===== config.mk =====
export PLATFORM = sky130hd
export DESIGN_NAME = snoop_bus_arbiter
export DESIGN_NICKNAME = d
export VERILOG_FILES = /design/src/rtl/snoop_bus_arbiter.sv
export SDC_FILE = /design/constraint.sdc
export NUM_CORES = 1
export LEC_CHECK = 0
export ABC_AREA = 1
export CAP_MARGIN = 20
export CORE_ASPECT_RATIO = 0.75
export CORE_MARGIN = 2
export CORE_UTILIZATION = 45
export CTS_CLUSTER_SIZE = 40
export DETAILED_ROUTE_END_ITERATION = 8
export PLACE_DENSITY = 0.68
export SETUP_SLACK_MARGIN = 0.5
export SYNTH_ARGS = -nofsm -noshare
export SYNTH_HDL_FRONTEND = slang
export SYNTH_SLANG_ARGS = --single-unit

===== constraint.sdc =====
create_clock -name SCLK -period 4.1 [get_ports SCLK]
set_clock_uncertainty 0.15 [all_clocks]
set_input_delay 0.82 -clock SCLK [delete_from_list [all_inputs] [get_ports SCLK]]
set_output_delay 0.82 -clock SCLK [all_outputs]
set_load 0.05 [all_outputs]

===== src/rtl/snoop_bus_arbiter.sv =====
// Shared-bus arbiter for NPROC snooping caches: urgent (hit-modified) requests first,
// round-robin within each class, hold timeout, one-cycle turnaround, arbitration enable.
module snoop_bus_arbiter #(
  parameter int NPROC    = 4,
  parameter int MAX_HOLD = 16,
  localparam int ID_W    = $clog2(NPROC)
) (
  input  logic             SCLK,
  input  logic             SRST,
  input  logic             SINT,
  input  logic [NPROC-1:0] req,
  input  logic [NPROC-1:0] hitm,
  input  logic [NPROC-1:0] done,
  output logic [NPROC-1:0] grant,
  output logic             grant_valid,
  output logic [ID_W-1:0]  grant_id,
  output logic             timeout_err,
  output logic [ID_W-1:0]  err_id
);

  localparam int CNT_W = $clog2(MAX_HOLD + 1);

  typedef enum logic [1:0] {IDLE, OWNED, TURN} state_t;

  state_t             state_q, state_d;
  logic [NPROC-1:0]   grant_q, grant_d;
  logic [ID_W-1:0]    owner_q, owner_d;
  logic [ID_W-1:0]    rr_q, rr_d;
  logic [CNT_W-1:0]   cnt_q, cnt_d;
  logic               terr_q, terr_d;
  logic [ID_W-1:0]    errid_q, errid_d;

  logic [NPROC-1:0]   urg;
  logic [NPROC-1:0]   cand;
  logic [ID_W-1:0]    win;
  logic               win_found;

  // Rotating scan starting just above the last winner; urgent set replaces req when non-empty.
  always_comb begin
    int unsigned idx;
    idx       = 0;
    urg       = req & hitm;
    cand      = (urg != '0) ? urg : req;
    win       = '0;
    win_found = 1'b0;
    for (int unsigned k = 1; k <= NPROC; k++) begin
      idx = 32'(rr_q) + k;
      if (idx >= NPROC) idx = idx - NPROC;
      if (!win_found && cand[idx]) begin
        win       = ID_W'(idx);
        win_found = 1'b1;
      end
    end
  end

  always_comb begin
    state_d = state_q;
    grant_d = grant_q;
    owner_d = owner_q;
    rr_d    = rr_q;
    cnt_d   = cnt_q;
    terr_d  = 1'b0;
    errid_d = errid_q;
    case (state_q)
      IDLE: begin
        if (SINT && win_found) begin
          grant_d      = '0;
          grant_d[win] = 1'b1;
          owner_d      = win;
          rr_d         = win;
          cnt_d        = CNT_W'(1);
          state_d      = OWNED;
        end
      end
      OWNED: begin
        // A release at the timeout edge takes precedence and suppresses the error.
        if (done[owner_q] || !req[owner_q]) begin
          grant_d = '0;
          state_d = TURN;
        end else if (cnt_q == CNT_W'(MAX_HOLD)) begin
          grant_d = '0;
          terr_d  = 1'b1;
          errid_d = owner_q;
          state_d = TURN;
        end else begin
          cnt_d = cnt_q + CNT_W'(1);
        end
      end
      TURN: begin
        state_d = IDLE;
      end
      default: begin
        grant_d = '0;
        state_d = IDLE;
      end
    endcase
  end

  always_ff @(posedge SCLK) begin
    if (SRST) begin
      state_q <= IDLE;
      grant_q <= '0;
      owner_q <= '0;
      rr_q    <= ID_W'(NPROC - 1);
      cnt_q   <= '0;
      terr_q  <= 1'b0;
      errid_q <= '0;
    end else begin
      state_q <= state_d;
      grant_q <= grant_d;
      owner_q <= owner_d;
      rr_q    <= rr_d;
      cnt_q   <= cnt_d;
      terr_q  <= terr_d;
      errid_q <= errid_d;
    end
  end

  assign grant       = grant_q;
  assign grant_valid = |grant_q;
  assign grant_id    = grant_valid ? owner_q : '0;
  assign timeout_err = terr_q;
  assign err_id      = errid_q;

endmodule


==> results of run 1 <==
final cells by class:
type	instances	area share, %
clock buffers	4	3.39
multi-input cells	148	50.7
repair buffers	24	14.8
well taps	36	2.78
inverters	26	6.17
flip-flops and latches	18	22.2
cells in the final DEF, fill, tap and decap left out, types with 2 or more instances in the layout:
cell / Yosys / routed
nand2_1: 53 / 53
nand3_1: 26 / 26
clkdlybuf4s50_1: 0 / 24
inv_1: 21 / 21
dfxtp_1: 18 / 18
a21oi_1: 14 / 14
nor2_1: 11 / 11
nand2_2: 10 / 10
nand3_2: 10 / 10
inv_2: 4 / 4
o21ai_0: 4 / 4
clkbuf_8: 0 / 4
nor4_1: 2 / 2
nand2_4: 2 / 2
nor3_1: 2 / 2
o221ai_1: 2 / 2
o211ai_1: 2 / 2
ha_1: 2 / 2
per-layer routing:
metal | GRT usage [%] | part of all wire [%]
met1 | 30.3 | 55
met2 | 30.3 | 40
met3 | 5.61 | 5.0
met4 | 1.04 | 0.17
met5 | 0 | 0
sequential cells by signal (all words and copies together), names as in the netlist:
name         flops
cnt_q            5
grant            4
err_id           2
owner_q          2
rr_q             2
state_q          2
timeout_err      1
tightest hold or removal path, stage by stage, from the launching register on:
cell	delay (ns)
dfxtp_1	0.32
nand2_1	0.06
a21oi_1	0.05
worst paths after layout:
path,slack [ns],to
setup / recovery,1.11,grant_id[0]
setup reg to reg,2.02,cnt_q[3]
hold reg to reg,0.33,grant[2]
hold / removal,0.33,grant[2]
power by group through the flow:
stage / sequential (W) / combinational [W] / clock (W)
after floorplan: 0.000287 / 0.000571 / 0
after global placement: 0.000267 / 0.000748 / 0
after detailed placement: 0.000268 / 0.000755 / 0
after CTS: 0.000264 / 0.000761 / 0.000150
after global routing: 0.000271 / 0.000853 / 0.000160
final: 0.000264 / 0.000763 / 0.000148
stage by stage:
step                      hold WS, ns  power (W)  cell area [µm²]
final                           0.332    0.00118             1620
after global routing            0.360    0.00128             1620
after CTS                       0.335    0.00117             1620
after detailed placement        0.324    0.00102             1570
after global placement          0.322    0.00102             1570
after floorplan                 0.308   0.000858             1290
kinds of logic after synthesis:
logic type	Yosys count	share of synthesized area [%]
and+or+nand+nor	120	48.9
buffers and inverters	28	8.61
AOI/OAI and AO/OA	24	10.7
DFF	18	27.9
xor gates and xnor gates	2	1.93
adders and majority gates	2	1.93
==> run summary, run 1 <==
For this run, the share of the core covered by cells in the final layout is 60.9%. The clock tree root driver cell is clkbuf_8. Cell internal power was estimated by the tool at 0.000555 W. The area enclosed by the die boundary is 0.00332 mm². The sequential cell area is 360 µm². The number of buffer and inverter stages on the critical path came out at 1. The commonest cells after synthesis are nand2_1 (53), nand3_1 (26), inv_1 (21). The total iterations of the first detailed-routing run came out at 4.

The final layout net count came out at 238. The worst-case reg-to-reg path depth is 10. The number of buffers created by CTS came out at 3. The repair_antennas step left the layout with diodes totalling 0. The critical path goes through nor4_1 -> nor2_1 -> clkdlybuf4s50_1.

The core box area is approximately 0.0027 mm². The worst register-to-register path begins at rr_q[0]. Counting tap cells, the placed design contains a total of 252 instances.

The footprint of the multi-input gates came out at around 820 µm². The count of unique library cells instantiated by Yosys came out at 27. The critical path startpoint category is a register.

The async set-reset flop share out of synthesis is 0%. The relative area change from synthesis to final layout is 25.4%. The number of DRC violations after detailed-routing iteration 0 is 106. The sequential cell area fraction in the yosys report is 27.9%. The power share of the clock group came out at around an eighth. The pin count of the biggest net entering global routing came out at 12. For this design, the slowest cell found on the critical path is clkdlybuf4s50_1. The floorplan die height is a little over 50 µm. The global route total overflow is 0.

The cell area that synthesis handed to floorplanning was 0.00129 mm². Grouping stages by cell kind, the critical path spends the most delay in buffers and inverters. The synthesized area divided by synthesized cell count is 6.67 µm².

The CTS clock-pin slew for the worst setup and hold paths is 0.07 ns. The critical path in this run is classified as reg -> out. The clock net sink count is 18. The number of logic stages on the critical path including buffering is 3.

The synthesized instance count is 194. The fraction of the cycle the final worst path needs came out at 72.9%. Using the TritonRoute via totals, the vias-per-cell ratio works out to 5.09.

In this run the most critical hold path is launched from grant[2]. Data arrives at the worst endpoint at 2.02 ns. The final-report max-slew violation count came to 0. By instance count, the leading cell after synthesis is nand2_1.

The run finished with clean final reports. The quantity of hold-fixing buffers added after cts came out at 0. The placed wire-length estimate came out at 2420 µm. The total setup buffers inserted after CTS came out at 0. The power share of the sequential group is between 20% and 30%. The post-route DRC violation count came out at 0. The switching portion of total power is 52.8%. The hold-critical path depth came out at 2. The cell type contributing the most total cell area after synthesis is dfxtp_1. The worst max-slew margin expressed relative to the limit is between 50% and 60%.

The initial antenna violation count came to 0. The achievable clock frequency came out at ~0.33 GHz. The number of cells upsized or downsized after cts is 0.

Fill cells in the final layout number 265. The count of endpoints failing hold in the final timing report came to 0. The smallest setup slack after layout is 1.11 ns. The final antenna-violating net count is 0.

For this configuration, the core starts out at a cell density of 48.6%. The max-cap check violation count came out at 0. Summed over all nets, the switching power comes to 0.000620 W. Of the cells placed in the final design, the portion with a size suffix greater than 1 is between 10% and 20%. The first-pass GRT wire length came out at 5300 µm. The maximum root-to-sink buffer count came out at 2.

The CTS tree is done. The highest fanout seen on the critical path came out at 3. The number of synthesized flops with an enable pin is 0. The final setup TNS is 0 ns. In the synthesized netlist the dominant register cell turns out to be dfxtp_1. Across the VDD grid, the largest voltage drop is 253 µV. After detailed routing, the total wire length is roughly 3000 µm.

The die boundary width came out at ~66 µm. Of the post-synthesis cell area, the dominant cell type holds 27.9%. The standby leakage power came out at 0.736 nW. The number of flip-flops and latches in the synthesized netlist came out at 18.

The number of top-level design ports came out at 25. The pin slew with the least headroom to its limit is 0.684 ns. The required time at the worst-slack endpoint is 3.13 ns.

The later pin in the worst-skew pair is clocked with a latency of 0.26 ns. The critical path starts at grant[0]. CTS built an H-tree with a depth of 1. Row generation in the floorplan step produced 16 rows. Ranked by total cell area, the synthesized netlist is headed by dfxtp_1 (28%), nand2_1 (15%), nand3_1 (10%). The total of buffers placed on input and output ports is 24. Across all layers, the routed design uses 1303 vias. OpenSTA, run right after detailed placement, puts the worst setup slack at roughly 1.0 ns.

The min-delay analysis places its worst path in the category reg -> reg. The via count of the first global-routing pass is between 1000 and 1500. The count of endpoints failing setup in the final report is 0. Combinational cells account for between 60% and 70% of the total power.

The time the worst path needs with I/O delays and setup came out at roughly 3 ns. Leaving out filler cells and counting taps, the final layout contains between 200 and 300. Yosys printed 0 warnings. At the end of routability-driven placement, the weighted congestion stood at 0.883. For this run, the slowest stage of the critical path takes 0.73 ns. Global routing used 20.3% of the available tracks across all layers. STA classifies the critical path endpoint as an output port.

Dividing total power by cell area gives a power density of 724 mW/mm². The synthesized netlist net count came out at around 210. Setup repair after global routing left no endpoint under its margin. In the final routed layout, each cell accounts on average for 11.8 µm.
Power figures use the tool's default switching activity.
==> run 2: changes to the inputs <==
- clock period: 4.1 -> 2.8 ns (I/O delays scaled with it)
==> run 2 against run 1 <==
Against the previous run:
- register-to-register slack lost 1.4 ns
- worst hold slack lost 0.0012 ns
- non-clock buffer count grew 9
- highest routed layer unchanged
- sequential power grew 53%
- global-route usage grew 2.7 points
- power grew 85%
- via count grew 12%
==> run summary, run 2 (synthesis results as in run 1) <==
The global route total overflow is 0 (unchanged). The achievable clock frequency came out at 0.443 GHz. The final antenna-violating net count is 0 (unchanged). Leaving out fill and tap cells, the most frequent cell in the layout is nand2_1. The met3 track utilization from global routing came out at 5.38% (-0.22 points).

The met2 demand-to-capacity share in global routing was 35.7% (+5.4 points). The initial antenna violation count is 0 (unchanged). The footprint of the multi-input gates was 0.00110 mm² (+33%). STA classifies the critical path startpoint as an input pin. The tree is rooted in a clkbuf_8.

The via density per instance is 5.46 (+7.3%). More flip-flops sit in one register than any other, and that register is cnt_q. The type of the worst min-delay path is reg -> reg. The combinational cell fraction of total power came out at 71.5% (+6.6 points). The CTS clock-pin slew for the worst setup and hold paths was 0.07 ns (about the same). The area enclosed by the die boundary was 0.00332 mm² (unchanged).

The maximum ir drop on the vdd rail is 478 µV (+89%). The clock net sink count is 18 (unchanged). The flip-flop count of the largest register, all copies and words added is 5 (unchanged). The standby leakage power came to 0.861 nW (+17%). The worst setup slack before clock tree synthesis is 0.0201 ns (-1.01 ns). The worst path in the final design needs a cycle of 2.26 ns, including I/O delays and setup. The number of filler instances in the final layout came out at 201 (-24%).

The maximum cell stage delay along the critical path is 0.25 ns (-0.48 ns). The fraction of the cycle the final worst path needs is 80.6%. The number of DRC violations after detailed-routing iteration 0 is 111 (+4.7%).

The power share of the clock group is 9.9% (-2.7 points). The highest fanout seen on the critical path came out at 6 (+3). The fraction of met1 tracks used by global routing came out at 32.3% (+1.9 points). The global routing stage identified its most utilized layer as met2. The final wirelength came out at 3830 µm (+27%). The post-route DRC violation count is 0 (unchanged).

The count of antenna diodes in the layout is 0 (unchanged). The count of endpoints failing setup in the final report came out at 0 (unchanged). The total of buffers placed on input and output ports came out at 24 (unchanged). The die boundary width is 65.9 µm (unchanged). The number of top-level design ports is 25 (unchanged).

Among the stages of the critical path, the cell type that occurs most often is nand2_2. The number of H-tree levels is 1 (unchanged). The count of endpoints failing hold in the final timing report is 0 (unchanged). The sequential cell area was 362 µm² (+0.35%). The run finished with clean final reports. TritonCTS built the clock tree. The worst max-slew margin expressed relative to the limit came out at 66.4% (+12 points). The smallest setup slack after layout is 0.544 ns (-0.568 ns).

Compared with the post-synthesis result, the final layout area differs by 50.0%. The via count of the first global-routing pass came out at 1308 (+6.7%). The initial cell density of the core was 48.6% (unchanged).

The final layout net count is 248 (+4.2%). The setup slack of the worst register-to-register path came out at 0.61 ns (-1.41 ns). The total number of placement rows came out at 16 (unchanged). The final setup TNS is 0 ns (unchanged). The pin count of the biggest net entering global routing came out at 12 (unchanged).

The first-pass GRT wire length came out at 5920 µm (+12%). The design internal power is 0.000965 W (+74%). The total net switching power came to 0.00121 W (+95%). The final-report max-slew violation count came to 0 (unchanged). On the critical path, the stage with the largest delay is an instance of dlygate4sd2_1. Setup repair after global routing left no endpoint under its margin. The switching portion of total power is 55.5% (+2.8 points). The worst setup path is of the in -> reg kind. The detailed-route via count is 1453 (+12%). The maximum root-to-sink buffer count is 2 (unchanged). The top cell types in the final layout, fill and taps aside, are nand2_1 (38), inv_1 (21), nand2_2 (19). The power share of the sequential group is 18.6% (-3.8 points). The routed length per instance came out at 14.4 µm (+22%). The insertion delay to the later sink of the worst-skew pair came out at 0.26 ns (about the same). The floorplan die height is 50.4 µm (unchanged). The signal on the critical path passes through dlygate4sd2_1 -> nand2_2 -> nand2_4 -> nor2_8 -> nand2_1 -> nand3_2 -> nand3_1 -> nand2_1 -> nand2_2 -> nand2_2 -> inv_1 -> a21oi_2 -> nand3_1 -> a21oi_1. The final weighted congestion in routability-driven placement came out at 0.936 (+6.1%). The max-cap check violation count is 0 (unchanged).

The number of buffers created by CTS is 3 (unchanged). The global-route usage over all layers is 22.9% (+2.7 points). The core box area came out at 0.00266 mm² (unchanged). The required time at the worst-slack endpoint came out at 2.83 ns (-0.30 ns). The placed wire-length estimate is 2470 µm (+2.2%). The worst setup path is captured at a register. The fraction of layout cells with a size suffix above 1 is 38.3% (+21 points). The pin slew with the least headroom to its limit came out at 0.503 ns (-0.181 ns).

The power density relative to cell area came to 1120 mW/mm² (+55%). The total iterations of the first detailed-routing run is 4 (unchanged). The arrival time at the worst endpoint is 2.29 ns (+0.27 ns).
-- run 2: changes by cell type in the layout (fill, tap and decap cells not counted), sizes merged --
cell,change
nand3,+1
clkdlybuf4s50,-11
dlygate4sd2,+5
buf,+9
clkbuf,+5
dlymetal6s2s,+1
-- run 2: stage by stage --
step | std cells | instance area (µm²) | power [W] | util (%) | hold WS (ns)
after floorplan | 194 | 1290 | 0.00126 | - | 0.308
after global placement | 257 | 1610 | 0.00151 | 60.3 | 0.323
after detailed placement | 257 | 1610 | 0.00152 | 60.3 | 0.326
after CTS | 266 | 1810 | 0.00187 | 68.0 | 0.335
after global routing | 266 | 1940 | 0.00231 | 72.9 | 0.364
final | 266 | 1940 | 0.00217 | 72.9 | 0.331
-- run 2: cell type report --
cell class                 count  share of cell area [%]
clock buffer                   4                    2.84
tap                           36                    2.32
timing repair buffer          33                    14.4
sequential                    18                    18.6
multi-input combinational    149                    56.5
inverter                      26                    5.29
-- run 2: power by group through the flow --
stage	logic, W	clock network (W)	registers (W)
2_1_floorplan	0.000836	0	0.000420
5_1_grt	0.00167	0.000233	0.000410
3_5_place_dp	0.00113	0	0.000393
3_3_place_gp	0.00112	0	0.000389
4_1_cts	0.00125	0.000220	0.000395
6_report	0.00155	0.000215	0.000403
-- run 2: final timing paths --
kind,end,depth (start not counted),from
worst max-delay path,grant[0],14,req[0]
worst min-delay path,grant[0],2,grant[0]
worst max register to register,rr_q[0],10,rr_q[0]
worst min register to register,grant[0],2,grant[0]
-- run 2: metal layers --
layer	up-vias	part of all wire, %
met3	8	5.1
li1	713	-
met5	-	0
met1	680	47
met2	52	46
met4	0	1.3
-- run 2: repair_timing --
action,CTS,global route
setup buffers,4,0
cloned,1,0
gates resized for setup,37,42
hold buffers,0,0
pin swaps,20,21
endpoints found under the setup margin,17,16
-- run 2: worst max-delay path, delay by kind of cell --
kind                   cells  cell delay, ns
and+or+nand+nor           10            1.10
buffers and inverters      2            0.31
AOI/OAI and AO/OA          2            0.30
==> run 3: changes to the inputs <==
- clock period: 2.8 -> 2.35 ns (I/O delays scaled with it)
==> run 3 against run 2 <==
Against the previous run:
- utilization rose by 13 points
- first-iteration DRC count is 2.7% higher
- die area unchanged
- largest cell class unchanged
- final cell count up 6.4%
- global-route usage grew 2.7 points
- sequential share of layout area shrank 2.3 points
- count of clock-buffer cells in the layout unchanged
- power increased by 51%
- combinational power grew 63%
- worst hold slack better by 0.016 ns
- sequential cell count stayed put
==> run summary, run 3 (synthesis results as in run 1) <==
The worst path uses slightly below 90% of the clock period. The pin count of the biggest net entering global routing was 11 (-1). Setup repair after global routing could not meet its margin everywhere. Counting flops per register, the top entry is cnt_q. The arrival time at the worst endpoint came out at 2.08 ns (-0.21 ns).

The insertion delay to the later sink of the worst-skew pair is 0.26 ns (about the same). The die boundary width came out at 65.9 µm (unchanged). The clock net sink count came out at 18 (unchanged). The first-pass GRT wire length is 6640 µm (+12%).

The core box area came out at 0.00266 mm² (unchanged). The number of H-tree levels is 1 (unchanged). The via density per instance came to 5.69 (+4.1%). The fraction of layout cells with a size suffix above 1 is 54.3% (+16 points).

The critical path endpoint category is a register. The worst setup path is of the reg -> reg kind. The maximum ir drop on the vdd rail came out at 597 µV (+25%). The worst max-slew margin expressed relative to the limit came out at 67.0% (+0.69 points). After layout, the minimum clock period comes to slightly above 2 ns.

The pin slew with the least headroom to its limit came to 0.496 ns (-0.00674 ns). The via count of the first global-routing pass came out at 1478 (+13%). The flip-flop count of the largest register, all copies and words added came out at 5 (unchanged). The count of endpoints failing hold in the final timing report came out at 0 (unchanged). The max-cap check violation count came out at 0 (unchanged).

The tightest min-delay check is of the reg -> reg type. The power density relative to cell area was 1430 mW/mm² (+28%). The area enclosed by the die boundary is 0.00332 mm² (unchanged). For this design, the slowest cell found on the critical path is dfxtp_4. The final hold slack was 0.348 ns (+0.0165 ns).

The critical path goes through xor2_4 -> inv_2 -> nand3_4 -> nand2_4 -> nor2_4 -> nand3_4 -> buf_4 -> nand2_1 -> nand2_1 -> nand2_2 -> nand2_2 -> a21oi_2. The initial antenna violation count came out at 0 (unchanged). The global route total overflow came out at 0 (unchanged). The count of antenna diodes in the layout is 0 (unchanged). The post-route DRC violation count came to 0 (unchanged).

The final setup TNS came out at 0 ns (unchanged). The required time at the worst-slack endpoint came to 2.39 ns (-0.44 ns). The final core utilization came out at 85.9% (+13 points). The CTS clock-pin slew for the worst setup and hold paths came to 0.07 ns (about the same).

The post-route cell area came out at 0.00229 mm² (+18%). The final wirelength is 4820 µm (+26%). The final weighted congestion in routability-driven placement came to 0.853 (-8.9%). The number of DRC violations after detailed-routing iteration 0 came out at 114 (+2.7%). The placed wire-length estimate is 2650 µm (+7.3%). The routed length per instance came out at 17.0 µm (+18%). The relative area change from synthesis to final layout came out at 76.8%. The total number of placement rows is 16 (unchanged). The final-report max-slew violation count is 0 (unchanged). The highest fanout seen on the critical path came out at 5 (-1). The count of endpoints failing setup in the final report is 0 (unchanged). The final layout net count came out at 265 (+6.9%). The maximum cell stage delay along the critical path came out at 0.42 ns (+0.17 ns). The quantity of hold-fixing buffers added after cts came out at 0 (unchanged). The run finished with clean final reports. The clock tree root driver cell is clkbuf_8. The detailed-route via count came out at 1609 (+11%). Leaving out fill and tap cells, the most frequent cell in the layout is nand2_1. The final antenna-violating net count came out at 0 (unchanged). The top cell types in the final layout, fill and taps aside, are nand2_1 (28), buf_4 (24), nand2_2 (21).

The total iterations of the first detailed-routing run was 5 (+1). The floorplan die height is 50.4 µm (unchanged). The number of buffers created by CTS came out at 3 (unchanged). The initial cell density of the core came to 48.6% (unchanged). The number of filler instances in the final layout is 147 (-27%). The placed instance count came out at 268 (+4.3%). The achievable clock frequency is 0.490 GHz. The standby leakage power is 1.03 nW (+20%). The number of top-level design ports came to 25 (unchanged).

The cell area after placement came out at 0.00178 mm² (+11%). STA classifies the critical path startpoint as a register. The maximum root-to-sink buffer count came out at 2 (unchanged). The global-route usage over all layers came out at 25.7% (+2.7 points). The number of non-filler instances in the completed layout came to 283 (+6.4%). The total of buffers placed on input and output ports came out at 24 (unchanged). TritonCTS built the clock tree.
## run 3: cell types whose count changed in the layout (fill, tap and decap cells not counted), sizes merged
cell,delta
buf,+28
clkbuf,-4
dlymetal6s2s,-1
clkdlybuf4s50,-7
dlygate4sd2,+1
## run 3: layer usage
metal	vias to the layer above	track usage (%)	share of wire (%)
met5	-	0	0
met3	18	6.05	5.9
li1	747	-	-
met1	762	35.0	43
met2	82	41.9	49
met4	0	3.82	2.2
## run 3: path summary, 6_finish.rpt
path | startpoint | to | slack, ns | depth (start not counted)
setup reg to reg | rr_q[1] | grant[3] | 0.31 | 12
setup / recovery | rr_q[1] | grant[3] | 0.31 | 12
hold reg to reg | grant[1] | grant[1] | 0.35 | 2
hold / removal | grant[1] | grant[1] | 0.35 | 2
## run 3: layout make-up
type                       instances  area (µm²)  area share, %
tap                               36        45.0           1.97
timing repair buffer              50         455           19.9
inverter                          26         110           4.81
multi-input combinational        149        1250           54.5
sequential                        18         374           16.4
clock buffer                       4        55.1           2.41
## run 3: worst max-delay path, delay by kind of cell, from the launching register on
family	cells	cell delay (ns)
AO/OA/AOI/OAI	1	0.15
XOR/XNOR	1	0.20
buffers and inverters	2	0.26
flip-flops	1	0.42
AND/OR/NAND/NOR	8	0.79
## run 3: stage by stage
step	setup slack [ns]	power, W
floorplan	0.463	0.00159
global placement	-0.205	0.00190
detailed placement	-0.281	0.00194
CTS	0.463	0.00256
global route	0.225	0.00341
finish	0.307	0.00327
## run 3: power by group
part           leakage (nW)  switching [W]  internal (W)
registers             0.148       0.000107      0.000393
logic                 0.855        0.00156      0.000952
clock network        0.0288       0.000104      0.000149
## run 3: repair_timing
action                                  in CTS  in global routing
resized for setup                           82                 60
endpoints found under the setup margin      28                 22
pin swaps                                   33                 40
gates cloned                                 1                  0
setup buffers                                5                  5
